--- config.mk ---
export PLATFORM = sky130hd
export DESIGN_NAME = instr_fetch_unit
export DESIGN_NICKNAME = d
export VERILOG_FILES = /design/src/rtl/instr_fetch_unit.sv
export SDC_FILE = /design/constraint.sdc
export NUM_CORES = 1
export LEC_CHECK = 0
export ABC_AREA = 1
export ABC_CLOCK_PERIOD_IN_PS = 6100
export CAP_MARGIN = 20
export CELL_PAD_IN_SITES_DETAIL_PLACEMENT = 1
export CELL_PAD_IN_SITES_GLOBAL_PLACEMENT = 2
export CORE_AREA = 3 3 212 214
export DETAILED_ROUTE_END_ITERATION = 8
export DIE_AREA = 0 0 215 217
export DONT_BUFFER_PORTS = 1
export GPL_TIMING_DRIVEN = 1
export PLACE_DENSITY_LB_ADDON = 0.1
export SLEW_MARGIN = 15
export SYNTH_ARGS = -nofsm -noshare
export SYNTH_HDL_FRONTEND = slang
export SYNTH_SLANG_ARGS = --single-unit
--- constraint.sdc ---
create_clock -name CLK -period 6.1 [get_ports CLK]
set_input_delay 0.915 -clock CLK [delete_from_list [all_inputs] [get_ports CLK]]
set_output_delay 0.915 -clock CLK [all_outputs]
set_load 0.005 [all_outputs]
--- src/rtl/instr_fetch_unit.sv ---
// rtl/instr_fetch_unit.sv - instruction fetch front end with prefetch FIFO and redirect flush
//
// Purpose:
//   Owns the PC and issues in-order requests to instruction memory, keeping the
//   number of in-flight requests plus buffered words within DEPTH. Returned words
//   are buffered with their PC and presented to the core with a valid/ready
//   handshake. A redirect restarts fetch at a new PC, flushes the buffer and
//   discards responses that are still in flight.
//
// Ports:
//   CLK, Reset          clock, synchronous active-high reset
//   imem_req/addr/gnt   request channel to instruction memory
//   imem_rvalid/rdata   in-order response channel
//   Instr/InstrPC       head-of-FIFO instruction and its PC (0 when empty)
//   instr_valid/ready   handshake to the core
//   redirect/_pc        one-cycle restart pulse and target PC
//
// Optional feature (macro IFU_PERF_CNT_EN):
//   stall_cycles        saturating count of RUN cycles with no instruction offered
//   flush_count         saturating count of redirect pulses

module instr_fetch_unit #(
    parameter int                DATA_W   = 32,
    parameter int                ADDR_W   = 32,
    parameter int                DEPTH    = 4,
    parameter logic [ADDR_W-1:0] RESET_PC = '0,
    parameter int                PC_STEP  = 4
) (
    input  logic              CLK,
    input  logic              Reset,
    output logic              imem_req,
    output logic [ADDR_W-1:0] imem_addr,
    input  logic              imem_gnt,
    input  logic              imem_rvalid,
    input  logic [DATA_W-1:0] imem_rdata,
    output logic [DATA_W-1:0] Instr,
    output logic [ADDR_W-1:0] InstrPC,
    output logic              instr_valid,
    input  logic              instr_ready,
    input  logic              redirect,
    input  logic [ADDR_W-1:0] redirect_pc
`ifdef IFU_PERF_CNT_EN
    ,
    output logic [31:0]       stall_cycles,
    output logic [31:0]       flush_count
`endif
);

    localparam int PW = $clog2(DEPTH);
    localparam int CW = PW + 1;
    localparam logic [CW:0]       DEPTH_W = (CW + 1)'(DEPTH);
    localparam logic [ADDR_W-1:0] STEP    = ADDR_W'(PC_STEP);

    typedef enum logic {
        RUN   = 1'b0,
        FLUSH = 1'b1
    } state_t;

    state_t            state;
    logic [ADDR_W-1:0] fetch_pc;

    // Prefetch FIFO of {PC, word}
    logic [ADDR_W-1:0] pc_mem   [DEPTH];
    logic [DATA_W-1:0] word_mem [DEPTH];
    logic [PW-1:0]     wr_ptr;
    logic [PW-1:0]     rd_ptr;
    logic [CW-1:0]     count;

    // PC of every accepted request, popped by every response (kept or dropped)
    logic [ADDR_W-1:0] tag_mem  [DEPTH];
    logic [PW-1:0]     tag_wr;
    logic [PW-1:0]     tag_rd;

    logic [CW-1:0]     pend;
    logic [CW-1:0]     drop;

    logic credit_ok;
    logic accept;
    logic resp;
    logic push;
    logic pop;

    // Credit counts both buffered words and in-flight requests, so a response
    // always has a FIFO slot waiting for it.
    assign credit_ok   = ({1'b0, count} + {1'b0, pend}) < DEPTH_W;
    assign imem_req    = !Reset && !redirect && (state == RUN) && credit_ok;
    assign imem_addr   = fetch_pc;
    assign instr_valid = !Reset && (state == RUN) && (count != '0);
    assign Instr       = (count != '0) ? word_mem[rd_ptr] : '0;
    assign InstrPC     = (count != '0) ? pc_mem[rd_ptr]   : '0;

    assign accept = imem_req && imem_gnt;
    assign resp   = !Reset && imem_rvalid && (pend != '0);
    // A response in the redirect cycle belongs to the old stream and is dropped.
    assign push   = resp && (state == RUN) && !redirect && (drop == '0);
    assign pop    = instr_valid && instr_ready;

    // Storage arrays need no reset; occupancy is tracked by the pointers.
    always_ff @(posedge CLK) begin
        if (accept) begin
            tag_mem[tag_wr] <= fetch_pc;
        end
        if (push) begin
            pc_mem[wr_ptr]   <= tag_mem[tag_rd];
            word_mem[wr_ptr] <= imem_rdata;
        end
    end

    always_ff @(posedge CLK) begin
        if (Reset) begin
            state    <= RUN;
            fetch_pc <= RESET_PC;
            wr_ptr   <= '0;
            rd_ptr   <= '0;
            count    <= '0;
            tag_wr   <= '0;
            tag_rd   <= '0;
            pend     <= '0;
            drop     <= '0;
        end else begin
            if (redirect) begin
                fetch_pc <= redirect_pc;
            end else if (accept) begin
                fetch_pc <= fetch_pc + STEP;
            end

            if (accept) begin
                tag_wr <= tag_wr + PW'(1);
            end
            if (resp) begin
                tag_rd <= tag_rd + PW'(1);
            end
            pend <= pend + CW'(accept) - CW'(resp);

            case (state)
                RUN: begin
                    if (redirect) begin
                        count  <= '0;
                        wr_ptr <= '0;
                        rd_ptr <= '0;
                        drop   <= pend - CW'(resp);
                        state  <= (pend != CW'(resp)) ? FLUSH : RUN;
                    end else begin
                        if (push) begin
                            wr_ptr <= wr_ptr + PW'(1);
                        end
                        if (pop) begin
                            rd_ptr <= rd_ptr + PW'(1);
                        end
                        count <= count + CW'(push) - CW'(pop);
                    end
                end
                FLUSH: begin
                    // No requests are issued here, so a redirect only moves fetch_pc.
                    if (drop == '0) begin
                        state <= RUN;
                    end else if (resp) begin
                        drop <= drop - CW'(1);
                        if (drop == CW'(1)) begin
                            state <= RUN;
                        end
                    end
                end
                default: state <= RUN;
            endcase
        end
    end

`ifdef IFU_PERF_CNT_EN
    always_ff @(posedge CLK) begin
        if (Reset) begin
            stall_cycles <= '0;
            flush_count  <= '0;
        end else begin
            if ((state == RUN) && !instr_valid && (stall_cycles != '1)) begin
                stall_cycles <= stall_cycles + 32'd1;
            end
            if (redirect && (flush_count != '1)) begin
                flush_count <= flush_count + 32'd1;
            end
        end
    end
`else
    // Counters absent in this build.
`endif

endmodule

==> out/qor_table.md, run 1 <==
| Metric | This run | Unit |
|:---|:---|:---|
| Worst-case headroom to the max-slew limit | 0.2800 | - |
| Number of remaining DRC errors | 0 | - |
| Placed wire-length estimate after detailed placement | 28.12 | mm |
| Setup-violating endpoint count in the final report | 0 | - |
| Total detailed-routing wirelength | 47.12 | mm |
| Die W | 215 | um |
| Chip Height | 217 | um |
| Clock buffers created by TritonCTS | 48 | - |
| Cell depth of the worst min-delay path | 1 | - |
| DIE AREA | 46660 | um^2 |
| IO Count | 168 | - |
| Net switching power | 1829 | uW |
| Worst EP arrival | 2.91 | ns |
| Total track usage | 0.2008 | - |
| CTS Hold Buffers Added | 0 | - |
| Clock sink total | 438 | - |
| Floorplan row count | 76 | - |
| Final worst path period share | 0.6269 | - |
| Number of inserted filler cells in the final layout | 4611 | - |
| Net total in the final layout | 1731 | - |
| Required time of the critical path | 5.18 | ns |
| Hold Fails Final Rpt | 0 | - |
| Clock-pin slew of the registers on the worst-case setup and hold paths | 0.06 | ns |
| Post-detailed-route via-to-cell ratio | 5.264 | - |
| PwrDens | 354.8 | nW/um^2 |
| Layout cell share with drive strength beyond 1 | 0.06853 | - |
| Initial antenna violation count | 0 | - |
| Count of maximum capacitance violations | 0 | - |
| Clk network pwr share | 0.412 | - |
| Routability congestion estimate from global placement | 0.7544 | - |
| Final worst clock skew | 0.01119 | ns |
| Hold path startpoint | Reset | - |
| Post-Route Setup TNS | 0 | ns |
| Run status | complete, no violations | - |
| H-tree depth reported by CTS | 2 | - |
| Pwr Total | 7202 | uW |
| Commonest non-fill, non-tap cell in the layout | nor2_1 | - |
| Net count after synthesis | 1744 | - |
| RSZ-0062 raised after global routing | no | - |
| Effective utilization at floorplan | 0.4202 | - |
| Startpoint type of the worst setup path | flop | - |
| Synthesized area | 18100 | um^2 |
| Comb power frac | 0.100 | - |
| Pin count of the biggest net entering global routing | 94 | - |
| DRT Pass-1 Iters | 4 | - |
| Top library cells by usage in the layout, fill and taps aside | nor2_1 (400), edfxtp_1 (384), o21ai_0 (215), nand2_1 (181), a21oi_1 (97) | - |
| Placeable core region | 43080 | um^2 |
| Internal Pwr Total | 5374 | uW |
| Switching Share | 0.2539 | - |
| Period minus WS final | 3.824 | ns |
| Max VDD drop | 0.0002049 | V |
| Placed instance area | 18690 | um^2 |
| Post-synthesis sequential area ratio | 0.6969 | - |
| Main area contributors after synthesis | edfxtp_1 (64%), nor2_1 (8.5%), dfxtp_1 (6.0%) | - |
| First-pass GRT wire length | 72.86 | mm |
| Cell taking the most area after synthesis | edfxtp_1 | - |
| Antenna cell count | 0 | - |
| Post CTS Setup Buffer Count | 0 | - |
| Number of vias after detailed routing | 11912 | - |
| Portion of total power attributed to sequential cells | 0.488 | - |
| Min-Delay Endpoint | pend[1] | - |
| Static leakage | 0.006979 | uW |
| Slew at the pin closest to its max-slew limit | 1.080 | ns |
| Post-synthesis sequential element count | 438 | - |
| Via count of the first global-routing pass | 12350 | - |
| Post-route cell area | 20300 | um^2 |
| Average routed wire per standard cell | 20.82 | um |
| Library cells used by synthesis | 32 | - |
| Yosys warning count | 0 | - |
| Clock Tree Root | clkbuf_16 | - |
| Share of the synthesized area in the top cell type | 0.6371 | - |
| Class of the tightest hold or removal check | in -> reg | - |
| CP Capture Type | output pin | - |
| DRT iter0 DRCs | 616 | - |
| R2R setup slack | 2.82 | ns |
| Overflow after GRT | 0 | - |
| Worst r2r path cells | 13 | - |
| Maximum operating frequency | 261.5 | MHz |
| Critical register-to-register path endpoint | count[2] | - |
| Gate Count Post-Synth | 1652 | - |
| Max-slew violation count | 0 | - |
| P&R area growth vs syn | 12.17 | % |
| Clock tree from TritonCTS | built | - |
| Port Buffers | 0 | - |
| Post-Syn Area per Cell | 10.96 | um^2 |
| Type of the worst setup path | reg -> out | - |
| Number of gates resized after cts | 0 | - |
| ANT nets after route | 0 | - |
| Buffer depth of the longest clock path | 3 | - |
| Worst flop-to-flop path startpoint | pend[1] | - |
| Worst Path Max Fanout | 93 | - |
| Clock latency at the later pin of the worst-skew pair | 0.58 | ns |
## synth_stat cells
| master | count |
|---|---|
| nor2_1 | 408 |
| edfxtp_1 | 384 |
| o21ai_0 | 215 |
| nand2_1 | 181 |
| a21oi_1 | 97 |
| inv_1 | 84 |
| dfxtp_1 | 54 |
| clkbuf_1 | 50 |
| nand3_1 | 48 |
| o22ai_1 | 32 |
| ha_1 | 20 |
| buf_2 | 17 |
| buf_1 | 15 |
| nand3b_1 | 9 |
| xor2_1 | 6 |
| xnor2_1 | 4 |
| a31oi_1 | 3 |
| inv_2 | 3 |
| nand4_1 | 3 |
| o21bai_1 | 3 |
| buf_6 | 2 |
| fa_1 | 2 |
| nand2_2 | 2 |
| nor2_2 | 2 |
| clkinv_1 | 1 |
| nor2_4 | 1 |
| nor3_1 | 1 |
| nor3_4 | 1 |
| o211a_1 | 1 |
| o211ai_1 | 1 |
| o21ai_1 | 1 |
| or2_2 | 1 |
## per-layer routing
metal  share of wire  routed length (um)  track usage  vias to the layer above
li1                -                   -            -                     5695
met1            0.45               21260       0.2630                     5937
met2            0.48               22490       0.3380                      217
met3           0.051                2417      0.04971                       63
met4           0.020                 954      0.05045                        0
met5               0                   0            0                        -
## stage by stage
stage	cells	hold slack (ns)	worst slack, ns	utilization
after global placement	2173	0.4547	2.542	0.4335
after floorplan	1652	0.4362	1.325	-
after detailed placement	2174	0.4675	2.531	0.4339
final	2263	0.3947	2.276	0.4713
after CTS	2263	0.3541	2.187	0.4713
after global routing	2263	0.3555	1.991	0.4713
## flip-flops by register name, indices dropped and copies added, names as in the netlist, named ones only
name and cells:
pc_mem 128, tag_mem 128, word_mem 128, imem_addr 32
count 3, drop 3, pend 3, rd_ptr 2
tag_rd 2, tag_wr 2, wr_ptr 2, state 1
## power by group through the flow
stage / Sequential [uW] / Clock (uW) / Combinational (uW)
finish: 3520 / 2970 / 720
global route: 3530 / 3170 / 841
CTS: 3520 / 3040 / 739
detailed placement: 3580 / 0 / 734
global placement: 3580 / 0 / 712
floorplan: 3530 / 0 / 538
## worst max path at each step
stage | slack, ns | from | cells past startpoint | to
2_1_floorplan | 1.32 | Reset | 4 | pc_mem[0][0]
3_3_place_gp | 2.54 | imem_rvalid | 5 | pc_mem[2][22]
3_5_place_dp | 2.53 | imem_rvalid | 5 | pc_mem[2][30]
4_1_cts | 2.19 | flop | 5 | InstrPC[12]
5_1_grt | 1.99 | flop | 5 | InstrPC[1]
6_report | 2.28 | flop | 5 | InstrPC[12]
## cell type report
| class | count | area, um^2 | area share |
|---|---|---|---|
| clock inverters | 34 | 362.8 | 0.01787 |
| repair buffers | 21 | 165.2 | 0.008135 |
| multi-input cells | 1042 | 4845 | 0.2386 |
| well taps | 585 | 732.0 | 0.03605 |
| inverters | 88 | 330.3 | 0.01627 |
| flip-flops and latches | 438 | 12620 | 0.6215 |
| clock buffers | 55 | 1249 | 0.06151 |
## kinds of logic (layout without fill, tap and decap cells)
family	count (synthesis)	count (layout)	share of synthesized area
fa+ha+maj	22	22	0.01604
buf+inv	172	198	0.03768
compound gates	353	353	0.1009
flops	438	438	0.6969
simple gates	657	657	0.1437
xor+xnor	10	10	0.004839
## critical path, stage by stage, from the launching register on
cell	delay, ns
dfxtp_4	0.61
buf_4	0.90
nor2_1	0.12
nor2_1	0.11
o21ai_0	0.10
a21oi_1	0.44
Note: power is estimated with default switching activity, not from simulation.
==> inputs of run 2 (changes only) <==
Settings changed: ABC_CLOCK_PERIOD_IN_PS 6100 to 3600.
Clock period 6.1 ns to 3.6 ns, I/O delays scaled along.
==> run 2 against run 1 <==
Effect of this change: worst setup slack got worse by 1.6 ns; critical path type unchanged; critical path depth did not move; hold slack got worse by 0.35 ns; flip-flop and latch count did not move.
==> out/qor_table.md, run 2 (same netlist as run 1, synthesis figures left out) <==
| Metric | This run | Unit | Delta |
|:---|:---|:---|:---|
| RSZ-0062 raised after global routing | no | - |  |
| Number of remaining DRC errors | 0 | - | unchanged |
| Period minus WS final | 2.962 | ns |  |
| Number of vias after detailed routing | 11799 | - | -0.95% |
| Total track usage | 0.1995 | - | -0.001255 |
| Clock sink total | 438 | - | unchanged |
| Hold path startpoint | Reset | - |  |
| Static leakage | 0.006975 | uW | about the same |
| Max VDD drop | 0.0003209 | V | +57% |
| Top library cells by usage in the layout, fill and taps aside | nor2_1 (400), edfxtp_1 (384), o21ai_0 (215), nand2_1 (181), a21oi_1 (97) | - |  |
| Commonest non-fill, non-tap cell in the layout | nor2_1 | - |  |
| Clock-pin slew of the registers on the worst-case setup and hold paths | 0.06 | ns | about the same |
| Chip Height | 217 | um | unchanged |
| Worst EP arrival | 2.42 | ns | -0.49 ns |
| Placeable core region | 43080 | um^2 | unchanged |
| Net total in the final layout | 1738 | - | +0.40% |
| Max-slew violation count | 0 | - | unchanged |
| Post-detailed-route via-to-cell ratio | 5.196 | - | -1.3% |
| Overflow after GRT | 0 | - | unchanged |
| Placed wire-length estimate after detailed placement | 28.21 | mm | +0.30% |
| Highest metal layer with signal wires | met4 | - |  |
| Largest registers in the final layout | pc_mem x128, tag_mem x128, word_mem x128 | - |  |
| Startpoint type of the worst setup path | flop | - |  |
| ANT nets after route | 0 | - | unchanged |
| Maximum operating frequency | 337.6 | MHz |  |
| Cell depth of the worst min-delay path | 1 | - | unchanged |
| Placed instance area | 18870 | um^2 | +0.94% |
| Die W | 215 | um | unchanged |
| DRT iter0 DRCs | 656 | - | +6.5% |
| Average routed wire per standard cell | 20.39 | um | -2.1% |
| Non-Filler Instances | 2271 | - | +0.35% |
| Hold Fails Final Rpt | 0 | - | unchanged |
| Antenna cell count | 0 | - | unchanged |
| Wire length on met2 | 22.63 | mm | +0.64% |
| Routability congestion estimate from global placement | 0.7531 | - | -0.17% |
| Count of maximum capacitance violations | 0 | - | unchanged |
| Slew at the pin closest to its max-slew limit | 1.013 | ns | -0.06726 ns |
| Worst-case headroom to the max-slew limit | 0.3241 | - | +0.04409 |
| Clock latency at the later pin of the worst-skew pair | 0.57 | ns | about the same |
| Layout cell share with drive strength beyond 1 | 0.06584 | - | -0.002698 |
| Port Buffers | 0 | - | unchanged |
| Total detailed-routing wirelength | 46.31 | mm | -1.7% |
| Class of the tightest hold or removal check | in -> reg | - |  |
| Clock Tree Root | clkbuf_16 | - |  |
| Final worst clock skew | 0.01405 | ns | +0.002862 ns |
| Post-Route M1 WL | 20.53 | mm | -3.4% |
| Worst-case hold slack | 0.04472 | ns | -0.3500 ns |
| P&R area growth vs syn | 12.45 | % |  |
| Worst r2r path cells | 14 | - | +1 |
| Pin count of the biggest net entering global routing | 113 | - | +20% |
| Worst Path Max Fanout | 76 | - | -18% |
| Via count of the first global-routing pass | 12413 | - | +0.51% |
| Required time of the critical path | 3.06 | ns | -2.12 ns |
| First-pass GRT wire length | 72.45 | mm | -0.57% |
| PwrDens | 580.2 | nW/um^2 | +64% |
| DIE AREA | 46660 | um^2 | unchanged |
| Floorplan row count | 76 | - | unchanged |
| Setup-violating endpoint count in the final report | 0 | - | unchanged |
| Critical register-to-register path endpoint | count[2] | - |  |
| Type of the worst setup path | reg -> out | - |  |
| Post-route cell area | 20350 | um^2 | +0.25% |
| Run status | complete, no violations | - |  |
| Routed met3 length | 2.378 | mm | -1.6% |
| Buffer depth of the longest clock path | 3 | - | unchanged |
| Initial antenna violation count | 0 | - | unchanged |
| DRT Pass-1 Iters | 5 | - | +1 |
| CP Capture Type | output pin | - |  |
| Pwr Total | 11810 | uW | +64% |
| IO Count | 168 | - | unchanged |
| Min-Delay Endpoint | state | - |  |
| Number of instances in the placed design | 2180 | - | +0.28% |
| R2R setup slack | 1.10 | ns | -1.72 ns |
| Number of inserted filler cells in the final layout | 4637 | - | +0.56% |
| Effective utilization at floorplan | 0.4202 | - | unchanged |
| H-tree depth reported by CTS | 2 | - | unchanged |
| Final worst path period share | 0.8228 | - |  |
| Post-Route Setup TNS | 0 | ns | unchanged |
| Worst flop-to-flop path startpoint | drop[0] | - |  |
| Clock tree from TritonCTS | built | - |  |
| Clock buffers created by TritonCTS | 48 | - | unchanged |
## run 2: worst max path at each step
| stage | end | from | depth (start not counted) | slack, ns |
|---|---|---|---|---|
| 2_1_floorplan | pc_mem[0][0] | Reset | 4 | -0.80 |
| 5_1_grt | InstrPC[17] | flop | 4 | 0.37 |
| 6_report | InstrPC[17] | flop | 5 | 0.64 |
| 3_3_place_gp | count[2] | pend[1] | 14 | 1.12 |
| 4_1_cts | InstrPC[8] | flop | 5 | 0.56 |
| 3_5_place_dp | count[2] | drop[0] | 14 | 1.09 |
## run 2: report_power, final
part,switching [uW],total [uW],internal [uW]
Clock,1930,4620,2690
Combinational,868,1220,352
Sequential,188,5970,5780
## run 2: layout make-up
type | count | area [um^2] | area share
clock inverters | 19 | 156.4 | 0.007685
well taps | 585 | 732.0 | 0.03596
inverters | 88 | 331.6 | 0.01629
repair buffers | 28 | 350.3 | 0.01721
clock buffers | 71 | 1319 | 0.06480
flip-flops and latches | 438 | 12620 | 0.6200
multi-input cells | 1042 | 4845 | 0.2380
## run 2: worst max-delay path, cell delays in order, from the launching register on
cell     delay [ns]
dfxtp_4        0.73
buf_12         0.39
nor2_1         0.09
nor2_1         0.10
o21ai_0        0.10
a21oi_1        0.40
## run 2: metal layers
layer / track usage / up-vias
li1: - / 5704
met3: 0.04608 / 43
met1: 0.2585 / 5840
met2: 0.3418 / 212
met4: 0.04979 / 0
met5: 0 / -
## run 2: what timing repair did
item / in CTS / in global routing
hold buffers: 1 / 0
endpoints found under the setup margin: 0 / 0
endpoints found under the hold margin: 2 / 0
gates resized for setup: 0 / 0
buffers inserted: 0 / 0
## run 2: through the flow
step / setup WS [ns] / utilization
after floorplan: -0.8001 / -
after global placement: 1.118 / 0.4380
after detailed placement: 1.085 / 0.4380
after CTS: 0.5563 / 0.4725
after global routing: 0.3664 / 0.4725
final: 0.6379 / 0.4725
